==> config.mk <==
export PLATFORM = sky130hd
export DESIGN_NAME = constraint_sample_sequencer
export DESIGN_NICKNAME = d
export VERILOG_FILES = /design/src/rtl/sampler_pkg.sv /design/src/rtl/sampler_lfsr32.sv /design/src/rtl/constraint_sample_sequencer.sv
export SDC_FILE = /design/constraint.sdc
export NUM_CORES = 1
export LEC_CHECK = 0
export BUFFER_PORTS_ARGS = -buffer_cell sky130_fd_sc_hd__buf_2
export CELL_PAD_IN_SITES_DETAIL_PLACEMENT = 1
export CELL_PAD_IN_SITES_GLOBAL_PLACEMENT = 1
export CORE_MARGIN = 4
export CORE_UTILIZATION = 42
export DETAILED_ROUTE_END_ITERATION = 8
export PLACE_DENSITY = 0.88
export SYNTH_ARGS = -nofsm -noshare
export SYNTH_HDL_FRONTEND = slang
export SYNTH_SLANG_ARGS = --single-unit
==> constraint.sdc <==
create_clock -name clk -period 8.6 [get_ports clk]
set_input_delay 1.72 -clock clk [delete_from_list [all_inputs] [get_ports clk]]
set_output_delay 1.72 -clock clk [all_outputs]
set_load 0.01 [all_outputs]
==> src/rtl/sampler_pkg.sv <==
// Shared types and constants for the constraint sample sequencer.
// SAMPLER_DEDUP_EN (optional) is consumed by constraint_sample_sequencer.
package sampler_pkg;

    localparam int unsigned CNT_W     = 16;
    localparam logic [31:0] LFSR_TAPS = 32'h8020_0003;

    typedef enum logic [2:0] {
        StIdle,
        StGen,
        StWait,
        StEmit,
        StDone
    } state_e;

    function automatic int unsigned nwords(input int unsigned vec_w);
        return (vec_w + 31) / 32;
    endfunction

endpackage

==> src/rtl/sampler_lfsr32.sv <==
// 32-bit Galois right-shift LFSR with seed load and zero-seed guard.
// Exposes the next state so the caller can capture it in the same cycle it advances.
module sampler_lfsr32
    import sampler_pkg::*;
#(
    parameter logic [31:0] SEED_DEF = 32'hACE1_2468
) (
    input  logic        clk,
    input  logic        rst,
    input  logic        load_i,
    input  logic        en_i,
    input  logic [31:0] seed_i,
    output logic [31:0] state_o,
    output logic [31:0] next_o
);

    logic [31:0] state_q;

    always_comb begin
        next_o = {1'b0, state_q[31:1]} ^ (state_q[0] ? LFSR_TAPS : 32'h0);
    end

    // An all-zero state would lock up the LFSR, so a zero seed loads 1.
    always_ff @(posedge clk or posedge rst) begin
        if (rst) begin
            state_q <= SEED_DEF;
        end else if (load_i) begin
            state_q <= (seed_i == 32'h0) ? 32'h1 : seed_i;
        end else if (en_i) begin
            state_q <= next_o;
        end
    end

    assign state_o = state_q;

endmodule

==> src/rtl/constraint_sample_sequencer.sv <==
// Drives LFSR candidates into a combinational constraint checker and streams passing ones.
// Define SAMPLER_DEDUP_EN to reject a passing candidate equal to the last accepted sample.
module constraint_sample_sequencer
    import sampler_pkg::*;
#(
    parameter int unsigned VEC_W     = 64,
    parameter int unsigned CHK_LAT   = 1,
    parameter int unsigned MAX_TRIES = 1024,
    parameter logic [31:0] SEED_DEF  = 32'hACE1_2468
) (
    input  logic             clk,
    input  logic             rst,
    input  logic             start,
    input  logic [15:0]      n_samples_i,
    input  logic             seed_load_i,
    input  logic [31:0]      seed_i,
    output logic [VEC_W-1:0] cand_o,
    input  logic             chk_ok_i,
    output logic             smp_valid_o,
    input  logic             smp_ready_i,
    output logic [VEC_W-1:0] smp_data_o,
    output logic             busy_o,
    output logic             done_o,
    output logic             timeout_o,
    output logic [15:0]      tries_o,
    output logic [15:0]      accepted_o
);

    localparam int unsigned    NW        = nwords(VEC_W);
    localparam logic [5:0]     LAST_WORD = 6'(NW - 1);
    localparam logic [3:0]     LAST_WAIT = 4'(CHK_LAT - 1);
    localparam logic [CNT_W:0] TRY_LIMIT = (CNT_W + 1)'(MAX_TRIES);

    state_e             state_q, state_d;
    logic [VEC_W-1:0]   cand_q, cand_d;
    logic [5:0]         word_q, word_d;
    logic [3:0]         wcnt_q, wcnt_d;
    logic [CNT_W-1:0]   n_q, n_d;
    logic [CNT_W-1:0]   tries_q, tries_d;
    logic [CNT_W-1:0]   acc_q, acc_d;
    logic [CNT_W-1:0]   acc_inc;
    logic               timeout_q, timeout_d;
    logic               lfsr_load, lfsr_en;
    logic [31:0]        lfsr_state, lfsr_next;
    logic               dup;

    sampler_lfsr32 #(
        .SEED_DEF(SEED_DEF)
    ) u_lfsr (
        .clk    (clk),
        .rst    (rst),
        .load_i (lfsr_load),
        .en_i   (lfsr_en),
        .seed_i (seed_i),
        .state_o(lfsr_state),
        .next_o (lfsr_next)
    );

`ifdef SAMPLER_DEDUP_EN
    logic [VEC_W-1:0] last_q;
    logic             last_vld_q;

    always_ff @(posedge clk or posedge rst) begin
        if (rst) begin
            last_q     <= '0;
            last_vld_q <= 1'b0;
        end else if (state_q == StIdle && start) begin
            last_vld_q <= 1'b0;
        end else if (state_q == StEmit && smp_ready_i) begin
            last_q     <= cand_q;
            last_vld_q <= 1'b1;
        end
    end

    assign dup = last_vld_q && (cand_q == last_q);
`else
    assign dup = 1'b0;
`endif

    assign acc_inc = acc_q + 16'd1;

    always_comb begin
        state_d   = state_q;
        cand_d    = cand_q;
        word_d    = word_q;
        wcnt_d    = wcnt_q;
        n_d       = n_q;
        tries_d   = tries_q;
        acc_d     = acc_q;
        timeout_d = timeout_q;
        lfsr_load = 1'b0;
        lfsr_en   = 1'b0;

        case (state_q)
            StIdle: begin
                lfsr_load = seed_load_i;
                if (start) begin
                    n_d       = n_samples_i;
                    acc_d     = '0;
                    tries_d   = '0;
                    timeout_d = 1'b0;
                    word_d    = '0;
                    state_d   = (n_samples_i == 16'd0) ? StDone : StGen;
                end
            end
            StGen: begin
                lfsr_en = 1'b1;
                // Older words move up; the top word loses its MSBs when VEC_W%32 != 0.
                cand_d  = VEC_W'({cand_q, lfsr_next});
                if (word_q == LAST_WORD) begin
                    word_d  = '0;
                    wcnt_d  = '0;
                    tries_d = (tries_q == 16'hFFFF) ? tries_q : tries_q + 16'd1;
                    state_d = StWait;
                end else begin
                    word_d = word_q + 6'd1;
                end
            end
            StWait: begin
                if (wcnt_q == LAST_WAIT) begin
                    if (chk_ok_i && !dup) begin
                        state_d = StEmit;
                    end else if ({1'b0, tries_q} >= TRY_LIMIT) begin
                        timeout_d = 1'b1;
                        state_d   = StDone;
                    end else begin
                        state_d = StGen;
                    end
                end else begin
                    wcnt_d = wcnt_q + 4'd1;
                end
            end
            StEmit: begin
                if (smp_ready_i) begin
                    acc_d   = acc_inc;
                    tries_d = '0;
                    state_d = (acc_inc == n_q) ? StDone : StGen;
                end
            end
            StDone: begin
                state_d = StIdle;
            end
            default: begin
                state_d = StIdle;
            end
        endcase
    end

    always_ff @(posedge clk or posedge rst) begin
        if (rst) begin
            state_q   <= StIdle;
            cand_q    <= '0;
            word_q    <= '0;
            wcnt_q    <= '0;
            n_q       <= '0;
            tries_q   <= '0;
            acc_q     <= '0;
            timeout_q <= 1'b0;
        end else begin
            state_q   <= state_d;
            cand_q    <= cand_d;
            word_q    <= word_d;
            wcnt_q    <= wcnt_d;
            n_q       <= n_d;
            tries_q   <= tries_d;
            acc_q     <= acc_d;
            timeout_q <= timeout_d;
        end
    end

    assign cand_o      = cand_q;
    assign smp_valid_o = (state_q == StEmit);
    assign smp_data_o  = smp_valid_o ? cand_q : '0;
    assign busy_o      = (state_q == StGen) || (state_q == StWait) || (state_q == StEmit);
    assign done_o      = (state_q == StDone);
    assign timeout_o   = timeout_q;
    assign tries_o     = tries_q;
    assign accepted_o  = acc_q;

endmodule
* After elaboration in Yosys (flattened, before gate mapping) *
Index checks and enable logic that the tools add are counted.
W data, S select, Z words.

storage, ports and cells
  flip-flop bits (word level) = 158
  input port bits = 54
  output and inout port bits = 164

cells by class
  add/subtract/negate cells = 4
  order comparisons = 1
  equal/unequal tests = 15
  muxes and demuxes = 34
  bitwise gates (word level) = 1
  reductions and logical operators = 19

operators by type and width
  cell                     number
  $mux W32                 4
  $mux W16                 5
  $mux W64                 1
  $pmux W16 S3             1
  $add A16 B1 Y16 const B  2
  $logic_not A32 Y1        1
  $pmux W16 S2             1
  $xor A31 B32 Y32         1
  $mux W3                  8
  $eq A16 B16 Y1           1
  $eq A16 B16 Y1 const B   1
  $ge A16 B11 Y1 const B   1
  $logic_not A16 Y1        1
  $ne A2 B2 Y1 const B     7
  $mux W6                  2
  $pmux W3 S4              1
  $pmux W6 S2              1
  $reduce_and A5 Y1        2
  $reduce_bool A2 Y1       5
  $mux W4                  2
  $pmux W4 S2              1
  $add A6 B1 Y6 const B    1
  $eq A3 B2 Y1 const B     2
  $eq A6 B1 Y1 const B     1
  13 further kinds         21

* Logic depth before layout (Yosys ltp) *
Gate-level depths: netlist of the first run.

  word-level depth = 5
  depth in mapped cells = 9
  mapped depth without buffers = 8

* Modules after synthesis *
From an unflattened synthesis of the first run, not the netlist that was laid out.

unflattened totals
  cell total of the unflattened synthesis = 812
  area total of the unflattened synthesis = 8221.6 um^2

modules (own cells, without submodules)
  module                       instances  cells an instance  area each (um^2)
  constraint_sample_sequencer  1          627                6379.9
  sampler_lfsr32               1          185                1841.8

* Least setup slack after synthesis of the first run *
Ideal clock, no wire load.

  kind = reg2out
  from = reg state_q[2]
  to = out smp_data_o[10]
  data arrival time = 1.492 ns
  slack = 5.388 ns
  cell stages (with the launch flop) = 7
  cell sequence = dfrtp_1 inv_1 nand3_1 inv_1 clkbuf_1 clkbuf_1 and2_1

between the ends
  cells in the longest elaborated chain, start to end = 2

ends and longest elaborated chain
  item                    line                                RTL
  start, declared         constraint_sample_sequencer.sv:34   state_e state_q, state_d;
  start signal, assigned  constraint_sample_sequencer.sv:151  state_q <= StIdle;
  start signal, assigned  constraint_sample_sequencer.sv:160  state_q <= state_d;
  $eq A3 B2 Y1            constraint_sample_sequencer.sv:172  assign smp_valid_o = (state_q == StEmit);
  $mux W64                constraint_sample_sequencer.sv:173  assign smp_data_o = smp_valid_o ? cand_q : '0;
  end, declared           constraint_sample_sequencer.sv:21   output logic [VEC_W-1:0] smp_data_o,

Every way passes these cells.

* Worst setup path after layout of the first run *
  from = reg state_q[1]
  to = out smp_data_o[36]

Same word-level chain as after synthesis.

==> results of run 1 <==
==> per-stage QoR <==
| step | hold WS (ps) | utilization | area, sq um |
|---|---|---|---|
| after floorplan | 450 | - | 8040 |
| after global placement | 469 | 0.494 | 9270 |
| after detailed placement | 482 | 0.494 | 9270 |
| after CTS | 499 | 0.527 | 9880 |
| after global routing | 531 | 0.527 | 9890 |
| final | 490 | 0.527 | 9890 |
==> sequential cells by signal, summed over array words and instances, names as in the netlist <==
signal / flops
accepted_o: 16
cand_o: 64
n_q: 16
state_q: 3
timeout_o: 1
tries_o: 16
u_lfsr.state_o: 32
wcnt_q: 4
word_q: 6
==> critical path, stage by stage, from the launching register on <==
cell      delay [ps]
dfrtp_1          680
nand3_1          290
clkinv_1         110
buf_4            450
and2_1           230
buf_2            130
==> area by class of cell <==
cell class	instances	share of cell area
sequential	158	0.402
tap	234	0.0296
timing repair buffer	222	0.114
inverter	14	0.00582
clock inverter	15	0.0191
antenna	1	0.000253
multi-input combinational	673	0.387
clock buffer	17	0.0430
==> cells in the mapped netlist (11+ instances only) <==
cell type	instances
mux2i_1	32
nand3_1	17
dfstp_2	13
xnor2_1	17
and2_1	68
nand2_1	261
o21ai_0	67
a21oi_1	17
nand4_1	11
mux2_2	17
clkbuf_1	37
xor2_1	12
nor2_1	35
inv_1	14
nor4_1	14
dfrtp_1	145
==> cells by family (layout without fill, tap and decap cells) <==
logic type	after synthesis	in the layout
other	0	1
buffers and inverters	64	268
AO/OA/AOI/OAI	129	129
flip-flops	158	158
AND/OR/NAND/NOR	459	459
adder cells (fa/ha/maj)	7	7
XOR/XNOR	29	29
multiplexers	49	49
==> layer usage <==
metal | global-route usage | vias to the layer above | part of all wire
li1 | - | 3423 | -
met1 | 0.302 | 3658 | 0.43
met2 | 0.406 | 207 | 0.51
met3 | 0.0487 | 32 | 0.051
met4 | 0.0640 | 2 | 0.015
met5 | 0 | - | 0.00069
==> final timing paths <==
path	startpoint	to	slack, ps	cells after the start
min in group asynchronous	rst	cand_o[60]	1380	2
setup / recovery	state_q[1]	smp_data_o[36]	4510	5
hold / removal	cand_o[42]	cand_o[42]	490	2
hold reg to reg	cand_o[42]	cand_o[42]	490	2
max in group asynchronous	rst	cand_o[41]	5760	3
setup reg to reg	state_q[1]	tries_o[12]	5790	6
==> power by group <==
group          switching, W  leakage, nW  internal (W)
clock              0.000365        0.299      0.000421
combinational      0.000801         2.70      0.000521
sequential         0.000295         1.99       0.00105
==> results.yml, run 1 <==
run_status:
  status: "complete, no violations"
route:
  post_drt_via_cell_ratio: 5.49
  drtPass1Iterations: 4
  wl_mm: 24.6
  ant_nets: 0
  vias: 7322
  drc: 0
  wl_per_cell_um: 18.5
  drt_iter0_markers: 376
timing:
  maxSlewViolCount: 0
  tightestPinTransition_ps: 1130
  finalSetupTns_ps: 0
  setup-violations-final: 0
  hold_viol: 0
  fin_skew_ps: 11.7
  relSlewSlack: 0.240
  fmax_ghz: 0.244
  min_period_over_period: 0.476
  rsz0062_at_grt: "false"
  finalWorstSetupSlack_ps: 4510
  layout_min_cycle_time_ps: 4090
clock_network:
  cts_tree: "built"
  clk_latency_ps: 440
  cts_sinks: 158
  postCtsSetupBuffers: 0
  clockBufferDepth: 2
  ctsResizeCount: 0
  root_buffer: "clkbuf_16"
  cts.clk_slew.worst_paths_ps: 70
  numCtsBuffers: 17
  htree_num_levels: 4
  hold_buffers: 0
worst_setup_path:
  arrival_ps: 2370
  worstSetupStartpointType: "register"
  cp-end-kind: "output port"
  worstPathRequired_ps: 6880
  crit_type: "register to output port"
  path_max_fanout: 69
placement:
  dp.cells: 1301
  hpwl_mm: 16.9
  place_ws_ps: 5010
  portBuffers: 217
  gp_congestion: 0.819
yosys:
  synth_top_cell_by_area: "dfrtp_1"
  synth_top_area_frac: 0.451
  yosys.area_share.simple: 0.273
  yosysSeqAreaShare: 0.494
  synthMuxAreaShare: 0.0636
  synth_adder_area_share: 0.0109
  ys_ff_latch: 158
  syn-cell-area_sq_um: 8040
  ys_warn_count: 0
  syn-num-nets: 956
  avgSynthCellArea_sq_um: 8.99
  synth_area_leaders: "dfrtp_1 (45%), nand2_1 (12%), and2_1 (5.3%)"
  synth_enable_flop_cells: 0
  synthDistinctLibCells: 62
  synth_compound_area_frac: 0.0960
  synth_xor_area_frac: 0.0316
  async_reset_ff_frac: 1.00
  yosys_most_used_dff: "dfrtp_1"
  synth_top_family_by_area: "simple AND/OR/NAND/NOR gates"
  netlist_instances: 895
floorplan:
  rows: 50
  dieHeight_um: 146
  coreArea_sq_um: 18800
  start_util: 0.429
  ioPinCount: 218
  die-area_sq_um: 21400
  die_w_um: 146
cells_and_area:
  finalNetCount: 1147
  layout.cells.non_filler: 1334
  final_common_cell: "nand2_1"
  drive_gt1_frac: 0.270
  seq_area_sq_um: 3970
  area_delta_synth_final_pct: 22.9
  nFillCells: 2264
  layout_common_cells: "nand2_1 (261), buf_2 (217), dfrtp_1 (145)"
  multi_input_comb_area_sq_um: 3830
grt:
  grt_pass1_wl_mm: 41.2
  grt_max_degree: 87
  grt_pass1_vias: 7779
  grt-ovfl-total: 0
  grtUsageTotal: 0.235
  antenna_found_initial: 2
power_and_ir_drop:
  p_per_area_nw_per_um2: 350
  power.leakage_nw: 4.99
  ir_drop_v: 0.000170
  total_power_w: 0.00346
worst_hold_path:
  hp-class: "register to register"
job:
  maxCapViolations: 0
No activity file was read; power rests on OpenSTA's default activity.
==> run 2, diff against run 1 <==
--- a/config.mk
+++ b/config.mk
@@ -5,13 +5,14 @@
 export SDC_FILE = /design/constraint.sdc
 export NUM_CORES = 1
 export LEC_CHECK = 0
+export ABC_AREA = 1
 export BUFFER_PORTS_ARGS = -buffer_cell sky130_fd_sc_hd__buf_2
 export CELL_PAD_IN_SITES_DETAIL_PLACEMENT = 1
 export CELL_PAD_IN_SITES_GLOBAL_PLACEMENT = 1
 export CORE_MARGIN = 4
-export CORE_UTILIZATION = 42
+export CORE_UTILIZATION = 34
 export DETAILED_ROUTE_END_ITERATION = 8
-export PLACE_DENSITY = 0.88
+export PLACE_DENSITY = 0.79
 export SYNTH_ARGS = -nofsm -noshare
 export SYNTH_HDL_FRONTEND = slang
 export SYNTH_SLANG_ARGS = --single-unit
==> constraint.sdc (replaced) <==
create_clock -name clk -period 3.6 [get_ports clk]
set_input_delay 0.72 -clock clk [delete_from_list [all_inputs] [get_ports clk]]
set_output_delay 0.72 -clock clk [all_outputs]
set_load 0.01 [all_outputs]
==> run 2 against run 1 <==
Against the previous run: wire length grew 2.7%; synthesized area is 2.1% lower; die area up 20%; sequential power increased by 130%; critical endpoint is now smp_data_o[28].
==> results.yml, run 2 <==
run_status:
  status: "complete, no violations"
clock_network:
  clockBufferDepth: 2
  ctsResizeCount: 0
  cts_tree: "built"
  cts_sinks: 158
  htree_num_levels: 4
  numCtsBuffers: 17
  clk_latency_ps: 440
  cts.clk_slew.worst_paths_ps: 60
  hold_buffers: 0
  postCtsSetupBuffers: 0
  root_buffer: "clkbuf_16"
timing:
  hold_viol: 0
  holdWs_ps: 485
  relSlewSlack: 0.238
  min_period_over_period: 0.798
  setup-violations-final: 0
  tightestPinTransition_ps: 1140
  fmax_ghz: 0.348
  finalSetupTns_ps: 0
  rsz0062_at_grt: "false"
  fin_skew_ps: 19.2
  maxSlewViolCount: 0
  layout_min_cycle_time_ps: 2870
worst_hold_path:
  hp-class: "register to register"
grt:
  grt_pass1_vias: 8212
  grt_pass1_wl_mm: 41.9
  grt-ovfl-total: 0
  grt_max_degree: 159
  antenna_found_initial: 5
  grtUsageTotal: 0.200
worst_setup_path:
  crit_type: "register to output port"
  worstSetupStartpointType: "register"
  worstPathRequired_ps: 2880
  cp-end-kind: "output port"
  arrival_ps: 2150
  path_max_fanout: 48
cells_and_area:
  finalNetCount: 1287
  layout_common_cells: "nand2_1 (247), buf_2 (217), inv_1 (145), dfrtp_1 (145), nor2_1 (134)"
  largest_reg_flops: 64
  fin_area_sq_um: 9830
  final_common_cell: "nand2_1"
  area_delta_synth_final_pct: 24.8
  drive_gt1_frac: 0.236
route:
  ant_nets: 0
  drc: 0
  wl_mm: 25.3
  drt_iter0_markers: 381
  wl_per_cell_um: 16.6
  drtPass1Iterations: 4
  vias: 7605
  post_drt_via_cell_ratio: 4.99
power_and_ir_drop:
  p_int_w: 0.00464
  comb_power_share: 0.412
  p_sw_frac: 0.438
  power.share.sequential: 0.369
  p_switching_w: 0.00361
  power.leakage_nw: 5.07
  ir_drop_v: 0.000442
  p_clk_frac: 0.219
  p_per_area_nw_per_um2: 839
yosys:
  yosys_most_used_dff: "dfrtp_1"
  ys_ff_latch: 158
  avgSynthCellArea_sq_um: 7.72
  synth_top_cell_by_area: "dfrtp_1"
  synth_top_area_frac: 0.461
  synth_enable_flop_cells: 0
  synthDistinctLibCells: 36
  syn-cell-area_sq_um: 7880
  syn-num-nets: 1082
  synth_common_cells: "nand2_1 (248), inv_1 (146), dfrtp_1 (145)"
  ys_warn_count: 0
  yosysMostFrequentCell: "nand2_1"
  async_reset_ff_frac: 1.00
  yosysSeqAreaShare: 0.504
  synth_area_leaders: "dfrtp_1 (46%), nand2_1 (12%), inv_1 (7.0%)"
  netlist_instances: 1021
floorplan:
  dieHeight_um: 160
  die-area_sq_um: 25700
  coreArea_sq_um: 22700
  rows: 55
  ioPinCount: 218
  die_w_um: 160
  start_util: 0.347
placement:
  gp_congestion: 0.811
  portBuffers: 217
  placed_area_sq_um: 9260
  hpwl_mm: 18.5
job:
  maxCapViolations: 0
## run 2: cell type report
type,count,area [sq um]
timing repair buffer,224,1160
fill,2889,12900
clock buffer,17,425
multi-input combinational,672,3190
sequential,158,3970
antenna,1,2.50
tap,285,357
inverter,153,581
clock inverter,15,149
## run 2: per-stage QoR
stage                util  std cells  power, W  setup slack (ps)
floorplan               -       1021   0.00519               890
global placement    0.408       1492   0.00638              1200
detailed placement  0.408       1492   0.00653              1120
CTS                 0.433       1524   0.00839               665
global route        0.433       1525   0.00899               577
finish              0.433       1525   0.00825               727
## run 2: kinds of logic after synthesis
kind of cell | Yosys count | synth area share
XOR/XNOR | 12 | 0.0133
adder cells (fa/ha/maj) | 7 | 0.0111
AO/OA/AOI/OAI | 170 | 0.118
flip-flops | 158 | 0.504
buffers and inverters | 191 | 0.0918
AND/OR/NAND/NOR | 483 | 0.261
## run 2: worst max-delay path, stage by stage, from the launching register on
cell and delay [ps]:
dfrtp_1 460, inv_1 130, nand3_2 390, buf_12 350, nor2_1 200, buf_2 170
## run 2: routing by layer
layer  GRT usage  vias to the layer above  part of all wire
li1            -                     3679                 -
met2       0.342                      181              0.48
met1       0.247                     3700              0.43
met3      0.0565                       37             0.066
met5           0                        -            0.0017
met4      0.0591                        8             0.018
## run 2: path summary, 6_finish.rpt
| kind | from | endpoint | slack (ps) | cells past startpoint |
|---|---|---|---|---|
| max in group asynchronous | rst | word_q[4] | 2420 | 3 |
| min in group asynchronous | rst | cand_o[35] | 530 | 3 |
| min reg2reg | u_lfsr.state_o[3] | u_lfsr.state_o[3] | 480 | 2 |
| max reg2reg | state_q[2] | tries_o[4] | 1130 | 9 |
| max | state_q[2] | smp_data_o[28] | 730 | 5 |
| min | u_lfsr.state_o[3] | u_lfsr.state_o[3] | 480 | 2 |
## run 2: power groups by stage
stage | Combinational [W] | Clock [W] | Sequential (W)
after floorplan | 0.00209 | 0 | 0.00310
after global placement | 0.00333 | 0 | 0.00305
after detailed placement | 0.00347 | 0 | 0.00306
after CTS | 0.00348 | 0.00186 | 0.00305
after global routing | 0.00389 | 0.00194 | 0.00315
final | 0.00340 | 0.00181 | 0.00304
==> run 3, diff against run 2 <==
--- a/config.mk
+++ b/config.mk
@@ -10,9 +10,9 @@
 export CELL_PAD_IN_SITES_DETAIL_PLACEMENT = 1
 export CELL_PAD_IN_SITES_GLOBAL_PLACEMENT = 1
 export CORE_MARGIN = 4
-export CORE_UTILIZATION = 34
+export CORE_UTILIZATION = 38
 export DETAILED_ROUTE_END_ITERATION = 8
-export PLACE_DENSITY = 0.79
+export PLACE_DENSITY = 0.84
 export SYNTH_ARGS = -nofsm -noshare
 export SYNTH_HDL_FRONTEND = slang
 export SYNTH_SLANG_ARGS = --single-unit
==> constraint.sdc (replaced) <==
create_clock -name clk -period 2.9 [get_ports clk]
set_input_delay 0.58 -clock clk [delete_from_list [all_inputs] [get_ports clk]]
set_output_delay 0.58 -clock clk [all_outputs]
set_load 0.01 [all_outputs]
==> run 3 against run 2 <==
Against the previous run: wire length increased by 1.6%; highest routed layer unchanged; sequential power is 24% higher; cell count is 0.98% lower; sequential share of layout area fell by 0.17 points; flip-flop and latch count is the same; largest power group unchanged; critical path depth stayed put.
==> results.yml, run 3 (synthesized netlist as in run 2, its figures left out) <==
worst_setup_path:
  arrival_ps: 1810
  reg2reg_to: "state_q[0]"
  worstPathRequired_ps: 2320
  path_max_fanout: 66
  crit_type: "register to output port"
  worstSetupStartpointType: "register"
  cp-end-kind: "output port"
  r2r_setup_slack_ps: 610
  r2r_start: "accepted_o[0]"
  r2r.worst_path.cells: 14
route:
  drt_iter0_markers: 333
  drc: 0
  post_drt_via_cell_ratio: 5.08
  wl_per_cell_um: 17.0
  drtPass1Iterations: 4
  ant_nets: 0
  wl_mm: 25.7
  vias: 7665
placement:
  portBuffers: 217
  hpwl_mm: 18.6
  dp.cells: 1478
  gp_congestion: 0.831
cells_and_area:
  finalNetCount: 1288
  area_delta_synth_final_pct: 25.4
  largest_reg_flops: 64
  layout.cells.non_filler: 1510
  nFillCells: 2592
  antenna_cells: 0
  drive_gt1_frac: 0.238
  utilization: 0.487
  final_common_cell: "nand2_1"
  layout_common_cells: "nand2_1 (247), buf_2 (217), inv_1 (145), dfrtp_1 (145), nor2_1 (133)"
grt:
  grt_pass1_vias: 8346
  grt-ovfl-total: 0
  antenna_found_initial: 1
  grtUsageTotal: 0.226
  grtUsageMet2: 0.387
  grt_max_degree: 132
  use_met1: 0.273
  top_usage_layer: "met2"
  grt_use_met3: 0.0685
  grt_pass1_wl_mm: 43.3
clock_network:
  htree_num_levels: 4
  clockBufferDepth: 2
  root_buffer: "clkbuf_16"
  numCtsBuffers: 17
  cts_tree: "built"
  ctsResizeCount: 0
  cts_sinks: 158
  hold_buffers: 0
  postCtsSetupBuffers: 0
  cts.clk_slew.worst_paths_ps: 70
  clk_latency_ps: 440
run_status:
  status: "complete, no violations"
job:
  maxCapViolations: 0
floorplan:
  start_util: 0.388
  dieHeight_um: 152
  rows: 52
  die-area_sq_um: 23100
  die_w_um: 152
  ioPinCount: 218
  coreArea_sq_um: 20300
timing:
  tightestPinTransition_ps: 907
  hold_viol: 0
  finalSetupTns_ps: 0
  maxSlewViolCount: 0
  fin_skew_ps: 19.4
  rsz0062_at_grt: "false"
  setup-violations-final: 0
  layout_min_cycle_time_ps: 2390
  relSlewSlack: 0.395
  min_period_over_period: 0.823
  fmax_ghz: 0.419
power_and_ir_drop:
  power.share.sequential: 0.362
  comb_power_share: 0.413
  ir_drop_v: 0.000528
  power.leakage_nw: 5.10
  p_sw_frac: 0.443
  p_int_w: 0.00581
  p_switching_w: 0.00462
  p_per_area_nw_per_um2: 1060
  total_power_w: 0.0104
  p_clk_frac: 0.225
worst_hold_path:
  hp-class: "input pin to async pin"
-- run 3: cell count changes in the layout (fill, tap and decap cells not counted), sizes merged --
cell      previous run  this run
clkinv               4         7
buf                224       225
diode                1         0
clkinvlp             4         1
-- run 3: critical path, stage by stage, from the launching register on --
cell     delay [ps]
dfrtp_1         510
inv_1           110
nand3_2         100
buf_12          280
inv_1           180
buf_2           190
-- run 3: power groups by stage --
stage | logic, W | registers [W] | clock network [W]
2_1_floorplan | 0.00260 | 0.00385 | 0
3_3_place_gp | 0.00418 | 0.00377 | 0
4_1_cts | 0.00441 | 0.00378 | 0.00240
3_5_place_dp | 0.00436 | 0.00379 | 0
5_1_grt | 0.00492 | 0.00390 | 0.00250
6_report | 0.00431 | 0.00377 | 0.00235
-- run 3: per-layer routing --
metal | vias to the layer above | wire length (um)
met4 | 2 | 462
met5 | - | 13
met3 | 32 | 1850
li1 | 3686 | -
met2 | 193 | 12600
met1 | 3752 | 10800
-- run 3: final cells by class --
class	instances	area, sq um	area share
flip-flops and latches	158	3970	0.402
repair buffers	225	1180	0.120
clock buffers	17	425	0.0431
clock inverters	15	190	0.0193
multi-input cells	672	3190	0.323
well taps	270	338	0.0342
inverters	153	581	0.0588
-- run 3: how the worst max path moves through the flow --
stage | slack (ps) | end | start | cells past startpoint
after detailed placement | 660 | state_q[0] | accepted_o[0] | 14
after global placement | 770 | state_q[0] | accepted_o[0] | 14
final | 510 | smp_valid_o | state_q[2] | 5
after CTS | 430 | smp_valid_o | state_q[2] | 5
after global routing | 310 | state_q[0] | accepted_o[0] | 14
after floorplan | 330 | accepted_o[0] | rst | 1
-- run 3: per-stage QoR --
step           hold slack [ps]  worst slack, ps  instance area [sq um]
2_1_floorplan              455              330                   7880
3_3_place_gp               473              774                   9260
3_5_place_dp               477              658                   9260
4_1_cts                    311              433                   9880
5_1_grt                    343              311                   9880
6_report                   296              514                   9880
